===== src/rtl/fetch_stage_pkg.sv =====
// Shared pipeline definitions for the IF stage: fetch states, the NOP encoding
// and the word-alignment helper.
package fetch_stage_pkg;

   typedef enum logic [1:0] {
      ST_BOOT = 2'd0,
      ST_RUN  = 2'd1,
      ST_HALT = 2'd2
   } fetch_state_e;

   localparam logic [31:0] NOP_INSTR    = 32'h0000_0000;
   localparam int          WORD_BYTES   = 4;
   localparam logic [31:0] RESET_PC_DEF = 32'h0000_0000;

   function automatic logic [31:0] align_word(input logic [31:0] addr);
      return {addr[31:2], 2'b00};
   endfunction

endpackage


===== src/rtl/fetch_stage_if_id_reg.sv =====
// IF/ID pipeline register: instruction, PC+4 and valid.
// Bubble clears to a NOP, hold keeps the contents, load captures new ones.
module fetch_stage_if_id_reg
   import fetch_stage_pkg::*;
(
   input  logic        clk,
   input  logic        rst,
   input  logic        bubble_i,
   input  logic        hold_i,
   input  logic        load_i,
   input  logic [31:0] instr_i,
   input  logic [31:0] pc4_i,
   output logic [31:0] instr_o,
   output logic [31:0] pc4_o,
   output logic        valid_o
);

   logic [31:0] instr_d, instr_q;
   logic [31:0] pc4_d,   pc4_q;
   logic        valid_d, valid_q;

   always_comb begin
      instr_d = instr_q;
      pc4_d   = pc4_q;
      valid_d = valid_q;
      if (bubble_i) begin
         instr_d = NOP_INSTR;
         pc4_d   = 32'h0;
         valid_d = 1'b0;
      end else if (!hold_i && load_i) begin
         instr_d = instr_i;
         pc4_d   = pc4_i;
         valid_d = 1'b1;
      end
   end

   always_ff @(posedge clk or negedge rst) begin
      if (!rst) begin
         instr_q <= NOP_INSTR;
         pc4_q   <= 32'h0;
         valid_q <= 1'b0;
      end else begin
         instr_q <= instr_d;
         pc4_q   <= pc4_d;
         valid_q <= valid_d;
      end
   end

   assign instr_o = instr_q;
   assign pc4_o   = pc4_q;
   assign valid_o = valid_q;

endmodule


===== src/rtl/fetch_stage.sv =====
// IF stage: program counter, BOOT/RUN/HALT sequencing and the
// redirect > halt > flush > stall > normal priority feeding the IF/ID register.
module fetch_stage
   import fetch_stage_pkg::*;
#(
   parameter logic [31:0] RESET_PC   = RESET_PC_DEF,
   parameter int          IMEM_DEPTH = 64
) (
   input  logic        clk,
   input  logic        rst,
   output logic [31:0] pc_o,
   input  logic [31:0] instr_i,
   input  logic        stall_i,
   input  logic        flush_i,
   input  logic        redirect_i,
   input  logic [31:0] redirect_pc_i,
   output logic [31:0] if_id_instr_o,
   output logic [31:0] if_id_pc4_o,
   output logic        if_id_valid_o,
   output logic        halted_o,
   output logic        misalign_o
);

   localparam logic [31:0] PC_LIMIT = 32'(IMEM_DEPTH * WORD_BYTES);

   fetch_state_e state_d, state_q;
   logic [31:0]  pc_d, pc_q;
   logic         halted_d, halted_q;
   logic         misalign_d, misalign_q;
   logic         ifid_bubble, ifid_hold, ifid_load;
   logic [31:0]  pc_plus4;

   assign pc_plus4 = pc_q + 32'(WORD_BYTES);

   always_comb begin
      state_d     = state_q;
      pc_d        = pc_q;
      halted_d    = halted_q;
      misalign_d  = misalign_q;
      ifid_bubble = 1'b0;
      ifid_hold   = 1'b1;
      ifid_load   = 1'b0;
      unique case (state_q)
         ST_BOOT: state_d = ST_RUN;
         ST_RUN: begin
            if (redirect_i) begin
               pc_d        = align_word(redirect_pc_i);
               ifid_bubble = 1'b1;
               if (redirect_pc_i[1:0] != 2'b00) misalign_d = 1'b1;
            end else if (pc_q >= PC_LIMIT) begin
               // Out-of-range PC beats stall/flush so fetch stops cleanly.
               state_d     = ST_HALT;
               halted_d    = 1'b1;
               ifid_bubble = 1'b1;
            end else if (flush_i) begin
               ifid_bubble = 1'b1;
               if (!stall_i) pc_d = pc_plus4;
            end else if (!stall_i) begin
               ifid_hold = 1'b0;
               ifid_load = 1'b1;
               pc_d      = pc_plus4;
            end
         end
         ST_HALT: begin
            ifid_bubble = 1'b1;
            if (redirect_i) begin
               pc_d = align_word(redirect_pc_i);
               if (redirect_pc_i[1:0] != 2'b00) misalign_d = 1'b1;
               if (redirect_pc_i < PC_LIMIT) begin
                  state_d  = ST_RUN;
                  halted_d = 1'b0;
               end
            end
         end
         default: state_d = ST_BOOT;
      endcase
   end

   always_ff @(posedge clk or negedge rst) begin
      if (!rst) begin
         state_q    <= ST_BOOT;
         pc_q       <= RESET_PC;
         halted_q   <= 1'b0;
         misalign_q <= 1'b0;
      end else begin
         state_q    <= state_d;
         pc_q       <= pc_d;
         halted_q   <= halted_d;
         misalign_q <= misalign_d;
      end
   end

   fetch_stage_if_id_reg u_if_id (
      .clk      (clk),
      .rst      (rst),
      .bubble_i (ifid_bubble),
      .hold_i   (ifid_hold),
      .load_i   (ifid_load),
      .instr_i  (instr_i),
      .pc4_i    (pc_plus4),
      .instr_o  (if_id_instr_o),
      .pc4_o    (if_id_pc4_o),
      .valid_o  (if_id_valid_o)
   );

   assign pc_o       = pc_q;
   assign halted_o   = halted_q;
   assign misalign_o = misalign_q;

endmodule


===== config.mk =====
export PLATFORM = sky130hd
export DESIGN_NAME = fetch_stage
export DESIGN_NICKNAME = d
export VERILOG_FILES = /design/src/rtl/fetch_stage_pkg.sv /design/src/rtl/fetch_stage_if_id_reg.sv /design/src/rtl/fetch_stage.sv
export SDC_FILE = /design/constraint.sdc
export NUM_CORES = 1
export LEC_CHECK = 0
export CORE_MARGIN = 2
export CORE_UTILIZATION = 25
export DETAILED_ROUTE_END_ITERATION = 8
export SYNTH_ARGS = -nofsm -noshare
export SYNTH_HDL_FRONTEND = slang
export SYNTH_SLANG_ARGS = --single-unit

===== constraint.sdc =====
create_clock -name clk -period 2.2 [get_ports clk]
set_clock_uncertainty 0.05 [all_clocks]
set_input_delay 0.44 -clock clk [delete_from_list [all_inputs] [get_ports clk]]
set_output_delay 0.44 -clock clk [all_outputs]
set_load 0.02 [all_outputs]

==> flow_summary.yaml <==
sta:
  max_freq_mhz: 446
  setup_violations: 39
  fin_crit_sh: 1.02
  hold_viol: 0
  min_period_ns: 2.24
  rsz0062_at_grt: "yes"
  fin_ws_ns: -0.0437
  finalMaxSlewViolations: 0
routing:
  drt_pass1_iterations: 5
  drt-total-wl_um: 14800
  drc: 0
  avgViaCountPerCell: 4.88
  routedWlPerCell_um: 17.2
  final_antenna_net_count: 0
  vias: 4177
  first_iter_violations: 278
global_routing:
  busiest_layer: "met2"
  met3_usage: 0.0410
  grt_use_total: 0.159
  grt_pass1_vias: 4206
  antenna_found_initial: 0
  grt_pass1_wl_um: 22800
  overflow: 0
  grt_max_degree: 52
  grt_util_met1: 0.206
  use_met2: 0.253
yosys:
  ys_ff_latch: 98
  ys_warn_count: 0
  ys_seq_area_frac: 0.562
  synth_cells: 409
  yosys.cell_types.count: 50
  syn_area_mm2: 0.00436
  syn_area_per_cell_um2: 10.7
flow_run:
  drv_cap: 0
pwr:
  max-vdd-ir-drop_mv: 0.579
  leakage_uw: 0.00307
  total_power_uw: 7100
  power.density_mw_per_mm2: 987
cts:
  clk_path_buf_depth: 2
  clock_sinks: 98
  cts_root_buf: "clkbuf_16"
  htree_levels: 3
  clock_latency_ns: 0.35
  cts-buffers-inserted: 9
  clk_pin_slew_ns: 0.07
  cts_tree: "done"
critical_path:
  worstPathRequired_ns: 2.43
  cp_data_arrival_time_ns: 2.48
  rrSetupSlack_ns: -0.04
  cp_max_fo: 19
  critPathKind: "flop to flop"
  regToRegEndpoint: "u_if_id.instr_o[20]"
  worstSetupStartpointType: "flop"
  cp-end-kind: "flop"
  ff2ff_path_depth: 8
  r2r_start: "pc_o[26]"
floorplanning:
  ios: 168
  die-area_mm2: 0.0185
  die_h_um: 136
  coreArea_mm2: 0.0172
  die_w_um: 136
  rows: 48
  initial_core_util: 0.254
final_layout:
  final_cell_mix: "clkdlybuf4s50_1 (164), dfrtp_1 (93), buf_4 (63)"
  syn_to_final_growth_pct: 64.8
  design.final.nets: 703
  layout_commonest_cell: "clkdlybuf4s50_1"
  final_util: 0.419
  antenna-diode-count: 0
  nFillCells: 1662
  seq_area_mm2: 0.00246
  drive_above_1_share: 0.182
  multi_input_area_mm2: 0.00179
outcome:
  status: "complete, but fails checks"
  violations: "setup timing"
worst_hold_path:
  hold_class: "input port to asynchronous set/reset pin"
placed_design:
  portBuffers: 165
  dp_hpwl_um: 10900
  pre_cts_ws_ns: -0.138
  gp_congestion: 0.865
[cells by family after synthesis]
| group | count (synthesis) | synth area share |
|---|---|---|
| xor+xnor | 5 | 0.0100 |
| flops | 98 | 0.562 |
| buf+inv | 40 | 0.0516 |
| fa+ha+maj | 6 | 0.0172 |
| simple gates | 144 | 0.170 |
| mux | 1 | 0.00229 |
| other cells | 1 | 0.000859 |
| compound gates | 114 | 0.186 |
[stage by stage]
stage          instance area [um2]  hold WS [ns]  TNS, ns  instances
2_1_floorplan                 4390        0.0944   -0.565        410
3_3_place_gp                  6680         0.400    -4.59        836
3_5_place_dp                  6680         0.403    -6.34        836
4_1_cts                       7070        0.0288   -0.943        853
5_1_grt                       7190        0.0378    -5.52        856
6_report                      7190        0.0319    -1.27        856
[registers in the layout (all words and copies together) (netlist names)]
name and cells:
u_if_id.instr_o 32, u_if_id.pc4_o 31, pc_o 30, state_q 2
halted_o 1, misalign_o 1, u_if_id.valid_o 1
[area by class of cell]
class	count	share of cell area
Clock inverter	3	0.00905
Clock buffer	11	0.0338
Inverter	9	0.00470
Multi-Input combinational cell	272	0.249
Tap cell	225	0.0392
Timing Repair Buffer	238	0.322
Sequential cell	98	0.342
[worst max path at each step]
stage	to	start	slack, ns
2_1_floorplan	u_if_id.instr_o[10]	pc_o[7]	-0.02
3_3_place_gp	u_if_id.instr_o[8]	pc_o[27]	-0.1
3_5_place_dp	u_if_id.instr_o[8]	pc_o[27]	-0.14
4_1_cts	u_if_id.instr_o[8]	pc_o[16]	-0.04
5_1_grt	u_if_id.instr_o[16]	pc_o[17]	-0.15
6_report	u_if_id.instr_o[20]	pc_o[26]	-0.04
[Yosys cell counts, drive strengths merged]
| cell | count | share of area |
|---|---|---|
| nand2 | 40 | 0.034 |
| o22ai | 9 | 0.013 |
| a32oi | 1 | 0.0020 |
| o2bb2ai | 1 | 0.0020 |
| o31a | 2 | 0.0040 |
| xor2 | 2 | 0.0040 |
| nand4b | 1 | 0.0020 |
| a221oi | 2 | 0.0040 |
| or4b | 1 | 0.0023 |
| a211oi | 3 | 0.0052 |
| o211ai | 2 | 0.0046 |
| o21bai | 1 | 0.0017 |
| conb | 1 | 0.00086 |
| nor4 | 16 | 0.023 |
| buf | 18 | 0.032 |
| a31o | 1 | 0.0020 |
| and2 | 24 | 0.034 |
| a211o | 1 | 0.0020 |
| xnor2 | 3 | 0.0060 |
| or2 | 3 | 0.0043 |
| a31oi | 5 | 0.0072 |
| inv | 9 | 0.0077 |
| nand3 | 11 | 0.013 |
| dfrtp | 98 | 0.56 |
| and3 | 1 | 0.0014 |
| nand4bb | 1 | 0.0026 |
| a22oi | 2 | 0.0034 |
| or3b | 1 | 0.0020 |
| a21oi | 17 | 0.019 |
| o22a | 2 | 0.0040 |
| ha | 6 | 0.017 |
| nor2b | 1 | 0.0014 |
| nor2 | 22 | 0.019 |
| or3 | 2 | 0.0029 |
| a22o | 39 | 0.078 |
| nand4 | 10 | 0.014 |
| a41oi | 1 | 0.0020 |
| o31ai | 4 | 0.0069 |
| mux2i | 1 | 0.0023 |
| o21ai | 20 | 0.023 |
| clkbuf | 13 | 0.012 |
| nor3 | 8 | 0.010 |
| nand2b | 2 | 0.0029 |
| o21a | 1 | 0.0017 |
[timing repair]
item,in CTS,in global routing
pin swaps,3,5
buffers inserted,2,0
cloned,1,3
resized for setup,8,14
setup endpoints to repair,72,84
hold buffers,0,0
[worst max-delay path, stage by stage, from the launching register on]
cell and delay, ns:
dfrtp_1 0.41, nor4_2 0.32, nand4_1 0.22, or3_4 0.43
buf_6 0.13, nor3_4 0.18, buf_4 0.16, buf_16 0.15
a22o_1 0.14
[report_power, final]
group	leakage (uW)	internal, uW	switching [uW]
combinational	0.00164	1420	1750
sequential	0.00127	2060	213
clock	0.000151	1010	647
[routing by layer]
layer,wire (um),share of wire
met5,0,0
met2,6830,0.46
met3,1350,0.091
met4,299,0.020
met1,6280,0.43
Power figures use the tool's default switching activity.
